### config.mk
export PLATFORM = sky130hd
export DESIGN_NAME = dice_rf_writeback_unit
export DESIGN_NICKNAME = d
export VERILOG_FILES = /design/src/rtl/dice_rf_pkg.sv /design/src/rtl/dice_rf_wb_fifo.sv /design/src/rtl/dice_rf_writeback_unit.sv
export SDC_FILE = /design/constraint.sdc
export NUM_CORES = 2
export LEC_CHECK = 0
export BUFFER_PORTS_ARGS = -buffer_cell sky130_fd_sc_hd__buf_2
export CORE_AREA = 2 2 613 615
export DETAILED_ROUTE_END_ITERATION = 10
export DIE_AREA = 0 0 615 617
export GPL_ROUTABILITY_DRIVEN = 0
export GPL_TIMING_DRIVEN = 1
export PLACE_DENSITY = 0.56
export SYNTH_ARGS = -nofsm -noshare
export SYNTH_HDL_FRONTEND = slang
export SYNTH_SLANG_ARGS = --single-unit
### constraint.sdc
create_clock -name clk -period 35.6 [get_ports clk]
set_clock_uncertainty 0.1 [all_clocks]
set_input_delay 7.12 -clock clk [delete_from_list [all_inputs] [get_ports clk]]
set_output_delay 7.12 -clock clk [all_outputs]
set_load 0.01 [all_outputs]
### src/rtl/dice_rf_pkg.sv
// ============================================================================
// dice_rf_pkg: types and the bank-address helper shared by the DICE RF read
// (dispatch) and write (writeback) address paths.
// Rev 1.0
// ============================================================================
`default_nettype none

package dice_rf_pkg;

  localparam int RF_NUM_BANK = 16;
  localparam int RF_ADDR_W   = 9;
  localparam int RF_DATA_W   = 32;

  // Writeback packet at the default bank geometry
  typedef struct packed {
    logic [RF_ADDR_W-1:0]             tid;
    logic [RF_NUM_BANK-1:0]           mask;
    logic [RF_NUM_BANK*RF_DATA_W-1:0] data;
  } wb_entry_t;

  typedef enum logic [1:0] {
    ST_IDLE  = 2'd0,
    ST_ISSUE = 2'd1,
    ST_RETRY = 2'd2
  } wb_state_t;

  // Per-bit select between override value and thread id; operands are
  // zero-extended to 32 bits so any bank address width up to 32 can share it.
  function automatic logic [31:0] rf_bank_addr(input logic [31:0] tid,
                                               input logic [31:0] ovr_en,
                                               input logic [31:0] ovr_addr);
    return (ovr_en & ovr_addr) | (~ovr_en & tid);
  endfunction

endpackage

`default_nettype wire

### src/rtl/dice_rf_wb_fifo.sv
// ============================================================================
// dice_rf_wb_fifo: synchronous FIFO with async-reset pointers and count.
// DEPTH must be a power of two (>=2); pointers wrap naturally.
// Rev 1.0
// ============================================================================
`default_nettype none

module dice_rf_wb_fifo #(
  parameter int WIDTH = 8,
  parameter int DEPTH = 4
) (
  input  logic                       clk,
  input  logic                       rst,
  input  logic                       i_push,
  input  logic                       i_pop,
  input  logic [WIDTH-1:0]           i_wdata,
  output logic [WIDTH-1:0]           o_rdata,
  output logic [$clog2(DEPTH):0]     o_count,
  output logic                       o_full,
  output logic                       o_empty
);

  localparam int PW = $clog2(DEPTH);
  localparam int CW = PW + 1;

  logic [WIDTH-1:0] r_mem [DEPTH];
  logic [PW-1:0]    r_wptr;
  logic [PW-1:0]    r_rptr;
  logic [CW-1:0]    r_count;
  logic             w_push;
  logic             w_pop;

  assign o_full  = (r_count == CW'(DEPTH));
  assign o_empty = (r_count == '0);
  assign o_count = r_count;
  assign o_rdata = r_mem[r_rptr];

  assign w_push = i_push && !o_full;
  assign w_pop  = i_pop && !o_empty;

  always_ff @(posedge clk) begin
    if (w_push) r_mem[r_wptr] <= i_wdata;
  end

  always_ff @(posedge clk or posedge rst) begin
    if (rst) begin
      r_wptr  <= '0;
      r_rptr  <= '0;
      r_count <= '0;
    end else begin
      if (w_push) r_wptr <= r_wptr + PW'(1);
      if (w_pop)  r_rptr <= r_rptr + PW'(1);
      case ({w_push, w_pop})
        2'b10:   r_count <= r_count + CW'(1);
        2'b01:   r_count <= r_count - CW'(1);
        default: r_count <= r_count;
      endcase
    end
  end

endmodule

`default_nettype wire

### src/rtl/dice_rf_writeback_unit.sv
// ============================================================================
// dice_rf_writeback_unit: buffers per-thread result packets and issues
// per-bank RF writes, retrying stalled banks. Optional perf counters are
// built when DICE_RF_WB_PERF_EN is defined.
// Rev 1.0
// ============================================================================
`default_nettype none

module dice_rf_writeback_unit
  import dice_rf_pkg::*;
#(
  parameter int NUM_BANK   = 16,
  parameter int DEPTH      = 512,
  parameter int ADDR_WIDTH = $clog2(DEPTH),
  parameter int DATA_WIDTH = 32,
  parameter int FIFO_DEPTH = 4
) (
  input  logic                           clk,
  input  logic                           reset,
  input  logic                           wb_valid,
  output logic                           wb_ready,
  input  logic [ADDR_WIDTH-1:0]          wb_tid,
  input  logic [NUM_BANK-1:0]            wb_bank_mask,
  input  logic [NUM_BANK*DATA_WIDTH-1:0] wb_data,
  input  logic [NUM_BANK*ADDR_WIDTH-1:0] override_enable,
  input  logic [NUM_BANK*ADDR_WIDTH-1:0] override_address,
  input  logic [NUM_BANK-1:0]            rf_wr_stall,
  output logic [NUM_BANK-1:0]            rf_wr_en,
  output logic [NUM_BANK*ADDR_WIDTH-1:0] rf_wr_addr,
  output logic [NUM_BANK*DATA_WIDTH-1:0] rf_wr_data,
  output logic                           idle,
  output logic [31:0]                    perf_stall_cycles,
  output logic [31:0]                    perf_packets
);

  localparam int DW_ALL  = NUM_BANK * DATA_WIDTH;
  localparam int ENTRY_W = ADDR_WIDTH + NUM_BANK + DW_ALL;
  localparam int CNT_W   = $clog2(FIFO_DEPTH) + 1;

  wb_state_t                     r_state;
  wb_state_t                     w_next_state;
  logic [NUM_BANK-1:0]           r_remaining;
  logic [NUM_BANK-1:0]           r_wr_en;
  logic [NUM_BANK*ADDR_WIDTH-1:0] r_wr_addr;
  logic [DW_ALL-1:0]             r_wr_data;

  logic                          w_push;
  logic                          w_pop;
  logic                          w_full;
  logic                          w_empty;
  logic [CNT_W-1:0]              w_count;
  logic [ENTRY_W-1:0]            w_head;
  logic [ADDR_WIDTH-1:0]         w_head_tid;
  logic [NUM_BANK-1:0]           w_head_mask;
  logic [DW_ALL-1:0]             w_head_data;
  logic                          w_active;
  logic                          w_more;
  logic [NUM_BANK-1:0]           w_rem;
  logic [NUM_BANK-1:0]           w_write;
  logic [NUM_BANK-1:0]           w_left;
  logic [NUM_BANK*ADDR_WIDTH-1:0] w_bank_addr;

  assign w_push   = wb_valid && wb_ready;
  assign wb_ready = !w_full;

  // Entry layout mirrors wb_entry_t: {tid, mask, data}
  dice_rf_wb_fifo #(
    .WIDTH (ENTRY_W),
    .DEPTH (FIFO_DEPTH)
  ) u_fifo (
    .clk     (clk),
    .rst     (reset),
    .i_push  (w_push),
    .i_pop   (w_pop),
    .i_wdata ({wb_tid, wb_bank_mask, wb_data}),
    .o_rdata (w_head),
    .o_count (w_count),
    .o_full  (w_full),
    .o_empty (w_empty)
  );

  assign {w_head_tid, w_head_mask, w_head_data} = w_head;

  always_comb begin
    w_bank_addr = '0;
    for (int i = 0; i < NUM_BANK; i++) begin
      w_bank_addr[i*ADDR_WIDTH +: ADDR_WIDTH] = ADDR_WIDTH'(rf_bank_addr(
          32'(w_head_tid),
          32'(override_enable[i*ADDR_WIDTH +: ADDR_WIDTH]),
          32'(override_address[i*ADDR_WIDTH +: ADDR_WIDTH])));
    end
  end

  always_ff @(posedge clk or posedge reset) begin
    if (reset) r_state <= ST_IDLE;
    else       r_state <= w_next_state;
  end

  // A fresh head (ISSUE) uses its stored mask; a retried head uses what is left.
  always_comb begin
    w_active = (r_state != ST_IDLE);
    w_rem    = '0;
    case (r_state)
      ST_ISSUE: w_rem = w_head_mask;
      ST_RETRY: w_rem = r_remaining;
      default:  w_rem = '0;
    endcase
    w_write = w_rem & ~rf_wr_stall;
    w_left  = w_rem & rf_wr_stall;
    w_pop   = w_active && (w_left == '0);
    w_more  = (w_count > CNT_W'(1)) || w_push;
  end

  always_comb begin
    w_next_state = r_state;
    case (r_state)
      ST_IDLE: begin
        if (w_push || !w_empty) w_next_state = ST_ISSUE;
      end
      ST_ISSUE, ST_RETRY: begin
        if (w_pop) w_next_state = w_more ? ST_ISSUE : ST_IDLE;
        else       w_next_state = ST_RETRY;
      end
      default: w_next_state = ST_IDLE;
    endcase
  end

  always_ff @(posedge clk or posedge reset) begin
    if (reset) begin
      r_remaining <= '0;
      r_wr_en     <= '0;
      r_wr_addr   <= '0;
      r_wr_data   <= '0;
    end else begin
      if (w_active) r_remaining <= w_left;
      r_wr_en <= w_write;
      for (int i = 0; i < NUM_BANK; i++) begin
        if (w_write[i]) begin
          r_wr_addr[i*ADDR_WIDTH +: ADDR_WIDTH] <= w_bank_addr[i*ADDR_WIDTH +: ADDR_WIDTH];
          r_wr_data[i*DATA_WIDTH +: DATA_WIDTH] <= w_head_data[i*DATA_WIDTH +: DATA_WIDTH];
        end
      end
    end
  end

  assign rf_wr_en   = r_wr_en;
  assign rf_wr_addr = r_wr_addr;
  assign rf_wr_data = r_wr_data;
  assign idle       = (r_state == ST_IDLE) && w_empty && (r_wr_en == '0);

`ifdef DICE_RF_WB_PERF_EN
  logic [31:0] r_perf_stall;
  logic [31:0] r_perf_pkts;

  always_ff @(posedge clk or posedge reset) begin
    if (reset) begin
      r_perf_stall <= '0;
      r_perf_pkts  <= '0;
    end else begin
      if (w_active && (w_left != '0) && (r_perf_stall != '1))
        r_perf_stall <= r_perf_stall + 32'd1;
      if (w_pop && (r_perf_pkts != '1))
        r_perf_pkts <= r_perf_pkts + 32'd1;
    end
  end

  assign perf_stall_cycles = r_perf_stall;
  assign perf_packets      = r_perf_pkts;
`else
  assign perf_stall_cycles = '0;
  assign perf_packets      = '0;
`endif

endmodule

`default_nettype wire
==> out/qor.csv <==
metric,value,unit
htree_num_levels,5,
postRouteAntennaNets,0,
cts_tree,built,
yosys_register_bits,2845,
r2r-start,u_fifo.o_count[0],
start_util,28.1,%
crit_path_start,wb_valid,
clockBufferDepth,4,
slew_headroom,4.49,%
vias,55067,
die_h,617,um
fp.dieW,615,um
reg2regPathDepth,9,
gr-total-overflow,0,
whs_path_depth,2,
avgSynthCellArea,21.9,um2
hpwl,246,mm
synth_cells,4806,
grt_pass1_vias,56064,
crit_path_end,u_fifo.r_mem[3][133],
fmax,83.0,MHz
ys.flop_type,edfxtp_1,
synth-seq-area-share,77.9,%
routed_wl,345,mm
nNetsFinal,7379,
period_minus_slack,12.04,ns
first_pass_iters,7,
num_rows,225,
cap_violations,0,
path_max_fanout,57,
synth_area,0.105,mm2
startpoint_type,input port,
drc,0,
finalSetupViolations,0,
criticalPathCategory,input port to register,
hold_path_class,register to register,
antenna_found_initial,228,
first_iter_violations,4559,
synthArstFlopShare,24.5,%
post-route-period-util,33.8,%
cts_made_buffers,313,
drive_gt1_share,46.8,%
peakVddDrop,64.4,uV
layout_commonest_cell,edfxtp_1,
ioPinCount,1582,
final_cell_mix,"edfxtp_1, buf_2, dfrtp_1",
core,0.374,mm2
ctsHoldBuffers,0,
clk_latency,0.89,ns
synth_top_area_share,61.4,%
io_buffers,1517,
cts.sinks,2845,
cts_setup_buffers,0,
arrival,12.46,ns
rsz0062_at_grt,no,
fin_ws,23.56,ns
synthToLayoutAreaGrowth,23.0,%
reg2reg_to,u_fifo.r_mem[3][133],
p_leak,47.3,nW
clkTransAtPathRegs,0.06,ns
synth_cell_types,43,
grt_max_degree,137,
grt_usage,17.6,%
synthTopCellsByArea,"edfxtp_1, dfrtp_1, mux4_2, mux2_2, mux2i_1",
required,36.01,ns
routed_via_density,4.64,
tightest_slew,1.39,ns
finalHoldViolations,0,
synth.yosys.warnings,0,
status,finished clean,
synthDominantAreaCellType,edfxtp_1,
dieArea,0.379,mm2
place_ws,22.49,ns
routedWlPerCell,29.1,um
grt_pass1_wl,467,mm
slew_viol_final,0,
synth_edf_count,2148,
fin_setup_tns,0,ns
p_per_area,89.4,mW/mm2
reg2reg_slack,28.91,ns
crit_path_end_kind,register,
cts_root_buffer,clkbuf_16,
post_cts_resized,0,
[registers in the layout (all words and copies together) (netlist names)]
register,cells
u_fifo.r_mem,2148
rf_wr_data,512
rf_wr_addr,144
r_remaining,16
rf_wr_en,16
u_fifo.o_count,3
r_state,2
u_fifo.r_rptr,2
u_fifo.r_wptr,2
[logic make-up (layout without fill, tap and decap cells)]
group	Yosys count	in the layout	synth area share, %
AO/OA/AOI/OAI	199	199	1.00
XOR/XNOR	6	6	0.0500
adder cells (fa/ha/maj)	13	13	0.155
buffers and inverters	291	2208	1.50
flip-flops	2845	2845	77.9
multiplexers	1209	1209	18.3
other	1	147	0.00357
AND/OR/NAND/NOR	242	242	1.02
[per-layer routing]
layer / global-route usage (%) / share of wire (%) / vias to the layer above
li1: - / - / 22755
met1: 20.0 / 36 / 29110
met2: 30.3 / 51 / 2311
met3: 5.82 / 8.8 / 797
met4: 7.31 / 4.6 / 94
met5: 0 / 0.18 / -
[cells in the mapped netlist, drive strengths merged, types with 2 or more instances]
| library cell | number |
|---|---|
| o21ai | 33 |
| mux2 | 512 |
| xnor2 | 5 |
| clkbuf | 61 |
| a21oi | 148 |
| o22ai | 14 |
| nand4 | 4 |
| or4 | 2 |
| nor2 | 179 |
| inv | 9 |
| nand2b | 3 |
| mux4 | 522 |
| edfxtp | 2148 |
| nand2 | 25 |
| nor4 | 4 |
| mux2i | 175 |
| ha | 13 |
| dfrtp | 697 |
| and3 | 17 |
| nand3b | 2 |
| and2 | 2 |
| buf | 221 |
[stage by stage]
stage | hold slack, ns | util (%) | power, mW | instances | cell area, um2
5_1_grt | 0.407 | 34.6 | 12.1 | 11817 | 129000
3_3_place_gp | 0.362 | 31.8 | 8.44 | 11201 | 119000
6_report | 0.385 | 34.6 | 11.6 | 11863 | 129000
2_1_floorplan | 0.345 | - | 7.08 | 4869 | 105000
3_5_place_dp | 0.367 | 31.8 | 8.51 | 11201 | 119000
4_1_cts | 0.382 | 34.6 | 11.8 | 11780 | 129000
[worst max-delay path, stage by stage]
cell    delay [ns]
buf_2         0.31
and3_4        0.83
buf_4         0.73
buf_4         0.77
buf_4         0.82
buf_4         0.83
buf_4         0.71
[where the power goes]
group          switching (mW)  internal [mW]
logic                    2.10           1.36
clock network            1.36           1.89
registers               0.341           4.51
total                    3.80           7.77
[layout make-up]
type	count	area (um2)
flip-flops and latches	2845	82000
clock inverters	138	1680
inverters	9	41.3
well taps	4994	6250
clock buffers	441	8720
diodes	83	208
repair buffers	1620	8470
multi-input cells	1733	22000
fillers	35259	244000
[how the worst min path moves through the flow]
stage	from	end	slack (ns)
2_1_floorplan	r_remaining[0]	r_remaining[0]	0.35
3_3_place_gp	r_remaining[13]	r_remaining[13]	0.36
3_5_place_dp	r_remaining[1]	r_remaining[1]	0.37
4_1_cts	r_remaining[1]	r_remaining[1]	0.38
5_1_grt	r_remaining[4]	r_remaining[4]	0.41
6_report	r_remaining[5]	r_remaining[5]	0.38
No activity file was read; power rests on OpenSTA's default activity.
